[src/rtl/sa_ctrl_if.sv]
// sa_ctrl_if: controller-side bus of the systolic-array sequencer.
//   master : job source plus array side (drives start/num_vec/abort/res_valid)
//   slave  : sa_ctrl (drives weight/activation reads, array enables, status)
// Signals:
//   start, num_vec[7:0], abort   job request, vector count, synchronous kill
//   res_valid                    bottom-row result vector valid
//   w_rd_en, w_addr, w_load_row  weight-row read and per-row load strobe
//   a_rd_en, a_addr[7:0]         activation-vector read
//   arr_en, en_left[N-1:0]       PE pipeline enable and skewed row valids
//   busy, done, err              job status
interface sa_ctrl_if #(
  parameter int N = 4
);
  localparam int AW = (N > 1) ? $clog2(N) : 1;

  logic          start;
  logic [7:0]    num_vec;
  logic          abort;
  logic          res_valid;
  logic          w_rd_en;
  logic [AW-1:0] w_addr;
  logic [N-1:0]  w_load_row;
  logic          a_rd_en;
  logic [7:0]    a_addr;
  logic          arr_en;
  logic [N-1:0]  en_left;
  logic          busy;
  logic          done;
  logic          err;

  modport master (
    output start, num_vec, abort, res_valid,
    input  w_rd_en, w_addr, w_load_row, a_rd_en, a_addr, arr_en, en_left,
           busy, done, err
  );

  modport slave (
    input  start, num_vec, abort, res_valid,
    output w_rd_en, w_addr, w_load_row, a_rd_en, a_addr, arr_en, en_left,
           busy, done, err
  );
endinterface

[src/rtl/sa_ctrl.sv]
// sa_ctrl: job sequencer for an N x N systolic array. Loads one weight row
// per PE row, streams NUM_VEC activation vectors with per-row skew, then
// waits for all result vectors or a drain timeout.
// Ports:
//   i_clk   rising-edge clock
//   i_rst   asynchronous active-high reset
//   io_bus  sa_ctrl_if slave modport (see interface header)
//
// state    | meaning
// ---------+----------------------------------------------------------
// S_IDLE   | waiting for START
// S_LOAD_W | N weight-row reads, plus one cycle for the last load strobe
// S_STREAM | one activation read per cycle, NUM_VEC cycles
// S_DRAIN  | waiting for remaining results, bounded by TMO
// S_FINISH | one-cycle DONE (ERR set if the drain timed out)
module sa_ctrl #(
  parameter int N   = 4,
  parameter int TMO = 4*N + 8
) (
  input  logic     i_clk,
  input  logic     i_rst,
  sa_ctrl_if.slave io_bus
);
  localparam int AW = (N > 1) ? $clog2(N) : 1;
  localparam int SL = 2*N - 1;
  localparam int TW = (TMO > 1) ? $clog2(TMO) : 1;

  localparam logic [7:0]    N_IDX  = 8'(N);
  localparam logic [TW-1:0] TMO_LD = TW'(TMO - 1);
  localparam logic [N-1:0]  ROW0   = N'(1);

  localparam logic [2:0] S_IDLE   = 3'd0;
  localparam logic [2:0] S_LOAD_W = 3'd1;
  localparam logic [2:0] S_STREAM = 3'd2;
  localparam logic [2:0] S_DRAIN  = 3'd3;
  localparam logic [2:0] S_FINISH = 3'd4;

  logic [2:0]    r_state;
  logic [2:0]    w_state_nxt;
  logic [7:0]    r_idx;
  logic [7:0]    r_num;
  logic [7:0]    r_cnt;
  logic [TW-1:0] r_tmr;
  logic          r_err;
  logic [N-1:0]  r_wload;
  logic [SL-1:0] r_skew;
  logic          w_fin_err;
  logic          w_accept;
  logic          w_w_rd;
  logic          w_a_rd;
  logic          w_cnt_hit;

  assign w_accept  = (r_state == S_IDLE) && io_bus.start && !io_bus.abort;
  assign w_w_rd    = (r_state == S_LOAD_W) && (r_idx < N_IDX);
  assign w_a_rd    = (r_state == S_STREAM);
  // A result arriving in the current cycle already counts toward completion.
  assign w_cnt_hit = (r_cnt == r_num) ||
                     (io_bus.res_valid && ((r_cnt + 8'd1) == r_num));

  always_comb begin
    w_state_nxt = r_state;
    w_fin_err   = 1'b0;
    case (r_state)
      S_IDLE:   if (w_accept) w_state_nxt = S_LOAD_W;
      S_LOAD_W: if (r_idx == N_IDX)
                  w_state_nxt = (r_num == 8'd0) ? S_FINISH : S_STREAM;
      S_STREAM: if (r_idx == (r_num - 8'd1)) w_state_nxt = S_DRAIN;
      S_DRAIN: begin
        if (w_cnt_hit) begin
          w_state_nxt = S_FINISH;
        end else if (r_tmr == '0) begin
          w_state_nxt = S_FINISH;
          w_fin_err   = 1'b1;
        end
      end
      S_FINISH: w_state_nxt = S_IDLE;
      default:  w_state_nxt = S_IDLE;
    endcase
    if (io_bus.abort) begin
      w_state_nxt = S_IDLE;
      w_fin_err   = 1'b0;
    end
  end

  always_ff @(posedge i_clk or posedge i_rst) begin
    if (i_rst) begin
      r_state <= S_IDLE;
      r_idx   <= '0;
      r_num   <= '0;
      r_cnt   <= '0;
      r_tmr   <= '0;
      r_err   <= 1'b0;
      r_wload <= '0;
      r_skew  <= '0;
    end else if (io_bus.abort) begin
      r_state <= S_IDLE;
      r_idx   <= '0;
      r_num   <= '0;
      r_cnt   <= '0;
      r_tmr   <= '0;
      r_err   <= 1'b0;
      r_wload <= '0;
      r_skew  <= '0;
    end else begin
      r_state <= w_state_nxt;
      r_err   <= w_fin_err;
      // weight data returns one cycle after the read, so the strobe lags it
      r_wload <= w_w_rd ? (ROW0 << r_idx[AW-1:0]) : '0;
      // tap 2r feeds row r: one cycle read latency plus two per row hop
      r_skew  <= SL'({r_skew, w_a_rd});

      if (w_state_nxt != r_state)
        r_idx <= '0;
      else if ((r_state == S_LOAD_W) || (r_state == S_STREAM))
        r_idx <= r_idx + 8'd1;

      if (w_accept) begin
        r_num <= io_bus.num_vec;
        r_cnt <= '0;
      end else if (((r_state == S_STREAM) || (r_state == S_DRAIN)) &&
                   io_bus.res_valid && (r_cnt != r_num)) begin
        r_cnt <= r_cnt + 8'd1;
      end

      if ((w_state_nxt == S_DRAIN) && (r_state != S_DRAIN))
        r_tmr <= TMO_LD;
      else if ((r_state == S_DRAIN) && (r_tmr != '0))
        r_tmr <= r_tmr - TW'(1);
    end
  end

  assign io_bus.w_rd_en    = w_w_rd;
  assign io_bus.w_addr     = w_w_rd ? r_idx[AW-1:0] : '0;
  assign io_bus.w_load_row = r_wload;
  assign io_bus.a_rd_en    = w_a_rd;
  assign io_bus.a_addr     = w_a_rd ? r_idx : 8'd0;
  assign io_bus.arr_en     = (r_state == S_STREAM) || (r_state == S_DRAIN);
  assign io_bus.busy       = (r_state != S_IDLE);
  assign io_bus.done       = (r_state == S_FINISH);
  assign io_bus.err        = (r_state == S_FINISH) && r_err;

  for (genvar g = 0; g < N; g++) begin : g_en_left
    assign io_bus.en_left[g] = r_skew[2*g];
  end
endmodule

[src/flat_wrapper.sv]
// flat-port wrapper written by rule: the top's interface ports become plain ports
module sa_ctrl_flat 
#(
  parameter int N   = 4,
  parameter int TMO = 4*N + 8
)
  (i_clk, i_rst, io_bus_start, io_bus_num_vec, io_bus_abort, io_bus_res_valid, io_bus_w_rd_en, io_bus_w_addr, io_bus_w_load_row, io_bus_a_rd_en, io_bus_a_addr, io_bus_arr_en, io_bus_en_left, io_bus_busy, io_bus_done, io_bus_err);
  sa_ctrl_if #(.N(N)) io_bus_i ();
  input  logic i_clk;
  input  logic i_rst;
  input wire logic [$bits(io_bus_i.start)-1:0] io_bus_start;
  input wire logic [$bits(io_bus_i.num_vec)-1:0] io_bus_num_vec;
  input wire logic [$bits(io_bus_i.abort)-1:0] io_bus_abort;
  input wire logic [$bits(io_bus_i.res_valid)-1:0] io_bus_res_valid;
  output wire logic [$bits(io_bus_i.w_rd_en)-1:0] io_bus_w_rd_en;
  output wire logic [$bits(io_bus_i.w_addr)-1:0] io_bus_w_addr;
  output wire logic [$bits(io_bus_i.w_load_row)-1:0] io_bus_w_load_row;
  output wire logic [$bits(io_bus_i.a_rd_en)-1:0] io_bus_a_rd_en;
  output wire logic [$bits(io_bus_i.a_addr)-1:0] io_bus_a_addr;
  output wire logic [$bits(io_bus_i.arr_en)-1:0] io_bus_arr_en;
  output wire logic [$bits(io_bus_i.en_left)-1:0] io_bus_en_left;
  output wire logic [$bits(io_bus_i.busy)-1:0] io_bus_busy;
  output wire logic [$bits(io_bus_i.done)-1:0] io_bus_done;
  output wire logic [$bits(io_bus_i.err)-1:0] io_bus_err;
  assign io_bus_i.start = io_bus_start;
  assign io_bus_i.num_vec = io_bus_num_vec;
  assign io_bus_i.abort = io_bus_abort;
  assign io_bus_i.res_valid = io_bus_res_valid;
  assign io_bus_w_rd_en = io_bus_i.w_rd_en;
  assign io_bus_w_addr = io_bus_i.w_addr;
  assign io_bus_w_load_row = io_bus_i.w_load_row;
  assign io_bus_a_rd_en = io_bus_i.a_rd_en;
  assign io_bus_a_addr = io_bus_i.a_addr;
  assign io_bus_arr_en = io_bus_i.arr_en;
  assign io_bus_en_left = io_bus_i.en_left;
  assign io_bus_busy = io_bus_i.busy;
  assign io_bus_done = io_bus_i.done;
  assign io_bus_err = io_bus_i.err;
  sa_ctrl #(.N(N), .TMO(TMO)) u_core (.i_clk(i_clk), .i_rst(i_rst), .io_bus(io_bus_i));
endmodule
[config.mk]
export PLATFORM = sky130hd
export DESIGN_NAME = sa_ctrl_flat
export DESIGN_NICKNAME = d
export VERILOG_FILES = /design/src/rtl/sa_ctrl_if.sv /design/src/rtl/sa_ctrl.sv /design/src/flat_wrapper.sv
export SDC_FILE = /design/constraint.sdc
export NUM_CORES = 1
export LEC_CHECK = 0
export ABC_AREA = 1
export BUFFER_PORTS_ARGS = -buffer_cell sky130_fd_sc_hd__buf_2
export CORE_ASPECT_RATIO = 0.6
export CORE_MARGIN = 3
export CORE_UTILIZATION = 55
export CTS_BUF_LIST = sky130_fd_sc_hd__clkbuf_8
export CTS_CLUSTER_DIAMETER = 80
export DETAILED_ROUTE_END_ITERATION = 16
export HOLD_SLACK_MARGIN = 0.06
export PLACE_DENSITY = 0.88
export REMOVE_ABC_BUFFERS = 1
export SLEW_MARGIN = 5
export SYNTH_ARGS = -nofsm -noshare
export SYNTH_HDL_FRONTEND = slang
export SYNTH_SLANG_ARGS = --single-unit
[constraint.sdc]
create_clock -name i_clk -period 2 [get_ports i_clk]
set_input_delay 0 -clock i_clk [delete_from_list [all_inputs] [get_ports i_clk]]
set_output_delay 0 -clock i_clk [all_outputs]
set_load 0.1 [all_outputs]
==> impl_metrics.ini, run 1 <==
[sta]
min_period_ns = 2.030
finalSetupViolations = 4
hold_viol_final = 0
period_share_pct = 101.5
fmax_ghz = 0.4927
maxSlewViolCount = 0
rsz0062_at_grt = true
clock-skew-final_ns = 0.01235
worst_slack_ns = -0.02951
maxSlewHeadroom_pct = 67.37
worst_slew_pin_slew_ns = 0.4929

[finish]
num-fill-cells = 341
stdcell_count = 546
fin_util_pct = 75.76
diodes = 0
final_common_cell = nand2_1
final_cell_mix = 96 x nand2_1, 51 x nor2_1, 45 x inv_1
stdcell_area_mm2 = 0.003692
num-nets-final = 503
drive_gt1_share_pct = 30.64
multi_input_area_mm2 = 0.001688
syn_to_final_growth_pct = 25.20
register_area_mm2 = 0.001110

[logic_synthesis]
syn_area_mm2 = 0.002949
postSynthCellCount = 416
seq_area_frac_synth_pct = 37.34
synth_seq_cells = 44
synth.distinct_cells = 35
syn_avg_cell_area_um2 = 7.089
ys_warn_count = 0

[power]
finalPower_uw = 2101
leakage_uw = 0.001901
peakVddDrop_v = 0.0004716
power_density_mw_per_mm2 = 568.9

[placement]
dp.cells = 517
port_buffers = 36
dp_hpwl_um = 5821
place_congestion = 0.9517
place_area_mm2 = 0.003247

[route]
drc_errors = 0
dr.pass1.iters = 7
antenna_left = 0
drt-initial-drc-count = 338
route.vias.total = 3032
viasPerCell = 5.553
post_drt_wl_per_cell_um = 15.42
routed_wl_um = 8422

[global_route]
grtUsageTotal_pct = 25.40
antenna_found_initial = 0
grt_pass1_wl_um = 12880
grt_start_max_net_pins = 25
grt_pass1_vias = 2720
grt_overflow = 0

[status]
violations = negative setup slack
status = finished with violations

[clock_network]
cts_inserted_buffers = 5
clockBufferDepth = 2
cts_root_buffer = clkbuf_8
clock_latency_ns = 0.30
cts_tree = done
clk_pin_slew_ns = 0.09
clkSinkCount = 44
htree_levels = 2

[critical_path]
critPathCaptureType = output pin
crit_required_ns = 2.00
crit_path_start_kind = flop
path_class = flop to output pin
critPathMaxFanout = 8
worstPathArrival_ns = 2.03

[floorplanning]
rows = 19
die_area_mm2 = 0.006306
pin_count = 37
start_util_pct = 60.51
die_h_um = 62.72
die_w_um = 100.5
fp.coreArea_mm2 = 0.004873

[worst_hold_path]
hp-class = primary input to flop

[run]
maxCapViolCount = 0
## layer usage
| metal | share of wire (%) | vias to the layer above | wire length [um] | global-route usage [%] |
|---|---|---|---|---|
| met4 | 2.1 | 0 | 176 | 5.378 |
| li1 | - | 1431 | - | - |
| met1 | 44 | 1403 | 3697 | 37.84 |
| met5 | 0 | - | 0 | 0 |
| met2 | 44 | 172 | 3715 | 37.79 |
| met3 | 9.9 | 26 | 834 | 5.351 |
## critical path, cell delays in order (launching register included)
cell and delay [ns]:
dfrtp_1 0.47, inv_2 0.12, nand2_2 0.09, nor2_4 0.16, inv_2 0.09, buf_4 0.19
nor2_1 0.16, buf_2 0.45
## flip-flops by register name, summed over array words and instances, names as in the netlist
name	flops
u_core.r_idx	8
u_core.r_skew	7
u_core.r_state	3
u_core.r_cnt	8
u_core.r_num	8
u_core.r_tmr	5
u_core.io_bus.w_load_row	4
u_core.r_err	1
## kinds of logic (layout without fill, tap and decap cells)
kind of cell               Yosys count  after routing  share of synthesized area (%)
and+or+nand+nor                    241            241                          38.27
DFF                                 44             44                          37.34
adders and majority gates            8              8                          3.394
AOI/OAI and AO/OA                   29             29                          5.431
xor gates and xnor gates            17             17                          5.049
buffers and inverters               77            144                          10.52
## through the flow
| stage | TNS (ns) | setup slack, ns | hold slack [ns] |
|---|---|---|---|
| after floorplan | -16.15 | -1.520 | 0.06314 |
| after global placement | 0 | 0.01034 | -0.04903 |
| after detailed placement | -0.2975 | -0.04076 | -0.04100 |
| after CTS | 0 | 0.005092 | 0.1299 |
| after global routing | -0.9693 | -0.1249 | 0.09529 |
| final | -0.05095 | -0.02951 | 0.08031 |
## timing repair
item / 4_1_cts / 5_1_grt
gates resized for setup: 11 / 45
buffers inserted: 5 / 6
endpoints found under the setup margin: 12 / 25
pin swaps: 7 / 14
hold endpoints to repair: 53 / 0
hold buffers: 10 / 0
## final timing paths
check / end / slack (ns) / cells after the start / from
worst max-delay path: io_bus_a_addr[0] / -0.03 / 7 / u_core.r_state[2]
worst min-delay path: u_core.r_cnt[1] / 0.08 / 3 / io_bus_res_valid
worst max register to register: u_core.r_idx[6] / -0.01 / 16 / u_core.r_num[0]
worst min register to register: u_core.r_skew[6] / 0.47 / 2 / u_core.r_skew[5]
max in group asynchronous: u_core.r_num[4] / 1.24 / 4 / i_rst
min in group asynchronous: u_core.r_skew[4] / 0.18 / 3 / i_rst
## final cells by class
class	count	share of cell area [%]
clock buffers	5	1.864
clock inverters	3	0.5083
inverters	65	6.710
multi-input cells	295	45.71
flip-flops and latches	44	30.06
well taps	63	2.135
repair buffers	71	13.01
## cell usage after synthesis, drive strengths merged
library cell  instances  area [um2]
nand3                39       232.7
nand2               109       441.7
o31ai                 1       7.510
xor2                  9       78.83
nand4                 8       50.05
nor3                 10       71.32
clkinv                1       3.750
o21ai                17       85.08
inv                  64       240.2
ha                    8       100.1
nor2                 69       294.0
a21oi                 8       43.79
dfrtp                44        1101
clkbuf                6       23.77
and2                  1       6.260
a32oi                 1       8.760
nor3b                 1       7.510
nor4                  1       6.260
a211oi                2       15.01
xnor2                 8       70.07
and3                  1       6.260
or2                   2       12.51
buf                   6       42.54
## report_power, final
part	total (uW)	leakage (uW)	internal [uW]	switching, uW
logic	561	0.00126	194	367
clock network	567	0.0000479	244	323
registers	973	0.000591	926	46.9
total	2100	0.00190	1360	737
(Power assumes the default switching activity.)
==> run 2, diff against run 1 <==
--- a/config.mk
+++ b/config.mk
@@ -14,7 +14,7 @@
 export CTS_CLUSTER_DIAMETER = 80
 export DETAILED_ROUTE_END_ITERATION = 16
 export HOLD_SLACK_MARGIN = 0.06
-export PLACE_DENSITY = 0.88
+export PLACE_DENSITY = 0.78
 export REMOVE_ABC_BUFFERS = 1
 export SLEW_MARGIN = 5
 export SYNTH_ARGS = -nofsm -noshare
==> run 2 against run 1 <==
The run still ends with negative setup slack left. Register-to-register slack lost 0.03 ns. Die area unchanged. Sequential share of layout area is 0.21 points lower. Combinational power shrank 3%. Sequential cell count unchanged. Largest cell class unchanged. Non-clock buffer count is 1 lower. Hold slack improved by 0.030 ns. Utilization grew 0.44 points. Critical endpoint is now u_core.r_idx[7]. Clock skew down 0.010 ns. Global-route usage fell by 0.80 points. Sequential power is essentially flat. Power grew 0.55%.
==> impl_metrics.ini, run 2 (synthesis results as in run 1) <==
[finish]
stdcell_count = 546
drive_gt1_share_pct = 30.02
fin_util_pct = 76.20
final_common_cell = nand2_1
stdcell_area_mm2 = 0.003714
num-fill-cells = 361
final_cell_mix = 94 x nand2_1, 51 x inv_1, 48 x nor2_1
largestRegisters = u_core.r_cnt (8), u_core.r_idx (8), u_core.r_num (8)
syn_to_final_growth_pct = 25.92
num-nets-final = 503
diodes = 0

[sta]
setup_tns_ns = -0.3232
hold_viol_final = 0
maxSlewViolCount = 0
period_share_pct = 102.2
rsz0062_at_grt = true
clock-skew-final_ns = 0.002324
worst_slew_pin_slew_ns = 0.5627
worst_slack_ns = -0.04433
finalSetupViolations = 10
min_period_ns = 2.044
fmax_ghz = 0.4892
maxSlewHeadroom_pct = 62.25

[power]
power_density_mw_per_mm2 = 568.8
finalPower_uw = 2112
peakVddDrop_v = 0.0004257
leakage_uw = 0.001886

[route]
routed_wl_um = 8037
drt-initial-drc-count = 280
dr.pass1.iters = 5
drc_errors = 0
post_drt_wl_per_cell_um = 14.72
viasPerCell = 5.407
antenna_left = 0
route.vias.total = 2952

[status]
violations = negative setup slack
status = finished with violations

[global_route]
grt_overflow = 0
antenna_found_initial = 0
grt_start_max_net_pins = 25
grt_pass1_wl_um = 12370
grt_pass1_vias = 2570
grtUsageTotal_pct = 24.60

[clock_network]
clock_latency_ns = 0.31
cts_tree = done
cts_root_buffer = clkbuf_8
clk_pin_slew_ns = 0.09
clockBufferDepth = 2
htree_levels = 2
clkSinkCount = 44
cts_inserted_buffers = 5

[floorplanning]
die_w_um = 100.5
die_h_um = 62.72
fp.coreArea_mm2 = 0.004873
rows = 19
die_area_mm2 = 0.006306
pin_count = 37
start_util_pct = 60.51

[critical_path]
path_class = flop to flop
crit_path_start_kind = flop
critPathCaptureType = flop
critPathMaxFanout = 8
crit-reg2reg-launch = u_core.r_cnt[1]
worstPathArrival_ns = 2.29
crit_required_ns = 2.25
startpoint = u_core.r_cnt[1]

[placement]
place_area_mm2 = 0.003262
place_congestion = 0.8951
dp.cells = 519
dp_hpwl_um = 5699
port_buffers = 36

[worst_hold_path]
min-delay-start = io_bus_res_valid
hp-class = primary input to flop

[run]
maxCapViolCount = 0
run 2: changes by cell type in the layout (fill, tap and decap cells not counted), sizes merged:
| cell | before | now |
|---|---|---|
| buf | 56 | 53 |
| nand3 | 39 | 40 |
| clkinv | 4 | 3 |
| clkbuf | 10 | 12 |
| clkinvlp | 1 | 2 |
run 2: metal layers:
| metal | up-vias | part of all wire [%] | GRT usage, % |
|---|---|---|---|
| met5 | - | 0 | 0 |
| met4 | 0 | 1.7 | 5.378 |
| met3 | 24 | 8.2 | 5.463 |
| met2 | 127 | 43 | 33.50 |
| met1 | 1375 | 47 | 39.02 |
| li1 | 1426 | - | - |
run 2: cell type report:
class	instances	area, um2	share of cell area (%)
Multi-Input combinational cell	296	1708	45.99
Sequential cell	44	1109	29.85
Timing Repair Buffer	70	481.7	12.97
Inverter	65	244.0	6.570
Tap cell	63	78.83	2.123
Clock buffer	5	68.82	1.853
Clock inverter	3	23.77	0.6402
run 2: metrics by stage:
step                      hold slack, ns  worst slack [ns]
after floorplan                  0.06314            -1.520
after global placement          -0.01590         0.0002784
after detailed placement         0.02741          -0.04688
after CTS                         0.1312           0.01201
after global routing              0.1146           -0.1721
final                             0.1107          -0.04433
run 2: critical path: stages (launching register included):
cell and delay (ns):
dfrtp_1 0.43, ha_2 0.35, o21ai_0 0.08, nor2_1 0.15, nand2_1 0.08, nor2_1 0.14, nand2_1 0.13, nand3_2 0.12
nand2_4 0.09, nand2_4 0.08, nand2_4 0.05, nand2_4 0.08, nand2_8 0.09, nor2_2 0.09
run 2: repair_timing:
item / 4_1_cts / 5_1_grt
hold buffers: 10 / 0
hold endpoints to repair: 26 / 0
setup buffers: 1 / 8
pin swaps: 1 / 13
cloned: 0 / 1
setup endpoints to repair: 12 / 26
resized for setup: 2 / 53
run 2: worst paths after layout:
path / endpoint / slack [ns] / depth (start not counted)
max in group asynchronous: u_core.r_cnt[3] / 1.20 / 4
min reg2reg: u_core.r_skew[4] / 0.47 / 2
max: u_core.r_idx[7] / -0.04 / 13
max reg2reg: u_core.r_idx[7] / -0.04 / 13
min in group asynchronous: u_core.r_skew[0] / 0.21 / 3
min: u_core.r_cnt[1] / 0.11 / 4
run 2: report_power, final:
part	total [uW]	leakage (uW)	internal, uW	switching, uW
Sequential	975	0.000592	925	49.7
Clock	594	0.0000404	248	346
Combinational	543	0.00125	191	352
==> run 3, diff against run 2 <==
--- a/config.mk
+++ b/config.mk
@@ -6,15 +6,17 @@
 export NUM_CORES = 1
 export LEC_CHECK = 0
 export ABC_AREA = 1
-export BUFFER_PORTS_ARGS = -buffer_cell sky130_fd_sc_hd__buf_2
+export CELL_PAD_IN_SITES_DETAIL_PLACEMENT = 0
+export CELL_PAD_IN_SITES_GLOBAL_PLACEMENT = 1
 export CORE_ASPECT_RATIO = 0.6
 export CORE_MARGIN = 3
-export CORE_UTILIZATION = 55
+export CORE_UTILIZATION = 48
 export CTS_BUF_LIST = sky130_fd_sc_hd__clkbuf_8
 export CTS_CLUSTER_DIAMETER = 80
 export DETAILED_ROUTE_END_ITERATION = 16
+export DONT_BUFFER_PORTS = 1
 export HOLD_SLACK_MARGIN = 0.06
-export PLACE_DENSITY = 0.78
+export PLACE_DENSITY = 0.85
 export REMOVE_ABC_BUFFERS = 1
 export SLEW_MARGIN = 5
 export SYNTH_ARGS = -nofsm -noshare
==> run 3 against run 2 <==
Register-to-register slack better by 0.07 ns. Routed wire length down 0.92%. Worst setup slack better by 0.073 ns. Via count down 6.4%. Critical path depth down 1. Sequential power up 0.7%. Clock skew up 0.0025 ns. Sequential share of layout area down 1.3 points. The flow now finishes without violations. Design area up 4.5%. Global-route usage down 1.7 points. Die area up 13%.
==> impl_metrics.ini, run 3 (synthesis results as in run 1) <==
[status]
status = finished clean

[sta]
period_share_pct = 98.56
hold_viol_final = 0
fmax_ghz = 0.5073
worst_slew_pin_slew_ns = 0.9306
maxSlewHeadroom_pct = 37.87
rsz0062_at_grt = true
maxSlewViolCount = 0
fin_hold_ws_ns = 0.1546
min_period_ns = 1.971
clock-skew-final_ns = 0.004777
finalSetupViolations = 0

[finish]
syn_to_final_growth_pct = 31.57
final_common_cell = nand2_1
stdcell_area_mm2 = 0.003880
fin_util_pct = 67.43
diodes = 0
final_cell_mix = 93 x nand2_1, 51 x inv_1, 39 x nor2_1
num-fill-cells = 500
largestRegisters = u_core.r_cnt (8), u_core.r_idx (8), u_core.r_num (8)
drive_gt1_share_pct = 29.94
num-nets-final = 491

[route]
route.vias.total = 2764
drt-initial-drc-count = 228
dr.pass1.iters = 5
antenna_left = 0
drc_errors = 0
viasPerCell = 5.016
routed_wl_um = 7963
post_drt_wl_per_cell_um = 14.45

[global_route]
grtUsageTotal_pct = 22.95
grt_start_max_net_pins = 45
grt.busiest_layer = met1
grtUsageMet3_pct = 4.163
grt_pass1_wl_um = 12590
antenna_found_initial = 0
grt_overflow = 0
use_met2_pct = 30.06
grt_pass1_vias = 2485
met1_usage_pct = 37.97

[critical_path]
reg2reg_to = u_core.r_tmr[2]
reg2reg_depth = 12
rrSetupSlack_ns = 0.03
crit_required_ns = 2.19
crit_path_start_kind = flop
startpoint = u_core.r_cnt[2]
crit_path_end = u_core.r_tmr[2]
worstPathArrival_ns = 2.16
critPathMaxFanout = 10
crit-reg2reg-launch = u_core.r_cnt[2]
critPathCaptureType = flop
path_class = flop to flop

[clock_network]
clock_latency_ns = 0.29
cts_root_buffer = clkbuf_8
htree_levels = 2
cts_inserted_buffers = 5
clkSinkCount = 44
clockBufferDepth = 2
cts_tree = done
clk_pin_slew_ns = 0.09

[placement]
port_buffers = 0
place_congestion = 0.9039
dp_hpwl_um = 5732
place_area_mm2 = 0.003423

[floorplanning]
fp.coreArea_mm2 = 0.005754
die_h_um = 66.72
die_area_mm2 = 0.007151
start_util_pct = 51.25
rows = 21
die_w_um = 107.2
pin_count = 37

[power]
peakVddDrop_v = 0.0002804
leakage_uw = 0.001886
power_density_mw_per_mm2 = 540.9

[worst_hold_path]
hp-class = primary input to flop

[run]
maxCapViolCount = 0
==> run 3: cell types whose count changed in the layout (fill, tap and decap cells not counted), sizes merged <==
cell         previous run  this run
buf                    53        47
clkbuf                 12         7
inv                    63        66
clkinv                  3         1
clkinvlp                2         0
dlygate4sd3            10        11
nand3                  40        39
==> run 3: how the worst min path moves through the flow <==
| stage | start | endpoint | depth (start not counted) |
|---|---|---|---|
| after floorplan | io_bus_abort | u_core.r_state[2] | 1 |
| after CTS | io_bus_abort | u_core.r_cnt[0] | 4 |
| after global placement | io_bus_abort | u_core.r_skew[6] | 1 |
| final | io_bus_abort | u_core.r_cnt[0] | 4 |
| after detailed placement | io_bus_abort | u_core.r_skew[5] | 1 |
| after global routing | io_bus_abort | u_core.r_cnt[3] | 4 |
==> run 3: per-layer routing <==
layer	up-vias	routed length, um
met3	5	574
met2	85	3183
li1	1397	-
met5	-	0
met4	0	46
met1	1277	4158
==> run 3: critical path: stages (launching register included) <==
cell	delay (ns)
dfrtp_2	0.45
inv_1	0.14
nand2_1	0.09
nand2_1	0.10
nand3_1	0.11
nor3_1	0.23
nand2_2	0.17
nand3_4	0.13
nand2_4	0.08
nand3_4	0.12
nand3_4	0.10
nand3_1	0.10
nand2_1	0.05
==> run 3: cell type report <==
| cell class | instances | area [um2] | area share, % |
|---|---|---|---|
| clock buffers | 6 | 82.58 | 2.128 |
| clock inverters | 2 | 7.507 | 0.1935 |
| inverters | 65 | 249.0 | 6.417 |
| multi-input cells | 295 | 1740 | 44.86 |
| flip-flops and latches | 44 | 1109 | 28.57 |
| well taps | 80 | 100.1 | 2.580 |
| repair buffers | 59 | 591.8 | 15.25 |
==> run 3: report_power, final <==
part / internal, uW / switching (uW)
Combinational: 192 / 342
Clock: 272 / 311
Sequential: 925 / 57.4
==> run 3: repair_timing <==
item	in CTS	in global routing
setup endpoints to repair	0	17
resized for setup	0	54
hold endpoints to repair	66	0
hold buffers	11	0
buffers inserted	0	9
==> run 3: per-stage QoR <==
stage               setup WS [ns]  setup TNS, ns  instances  power [uW]
floorplan                  -1.520         -16.15        404        1311
global placement          0.05671              0        523        1433
detailed placement        0.03305              0        523        1440
CTS                     0.0009546              0        542        2041
global route             -0.05305        -0.5612        551        2199
finish                    0.02873              0        551        2099
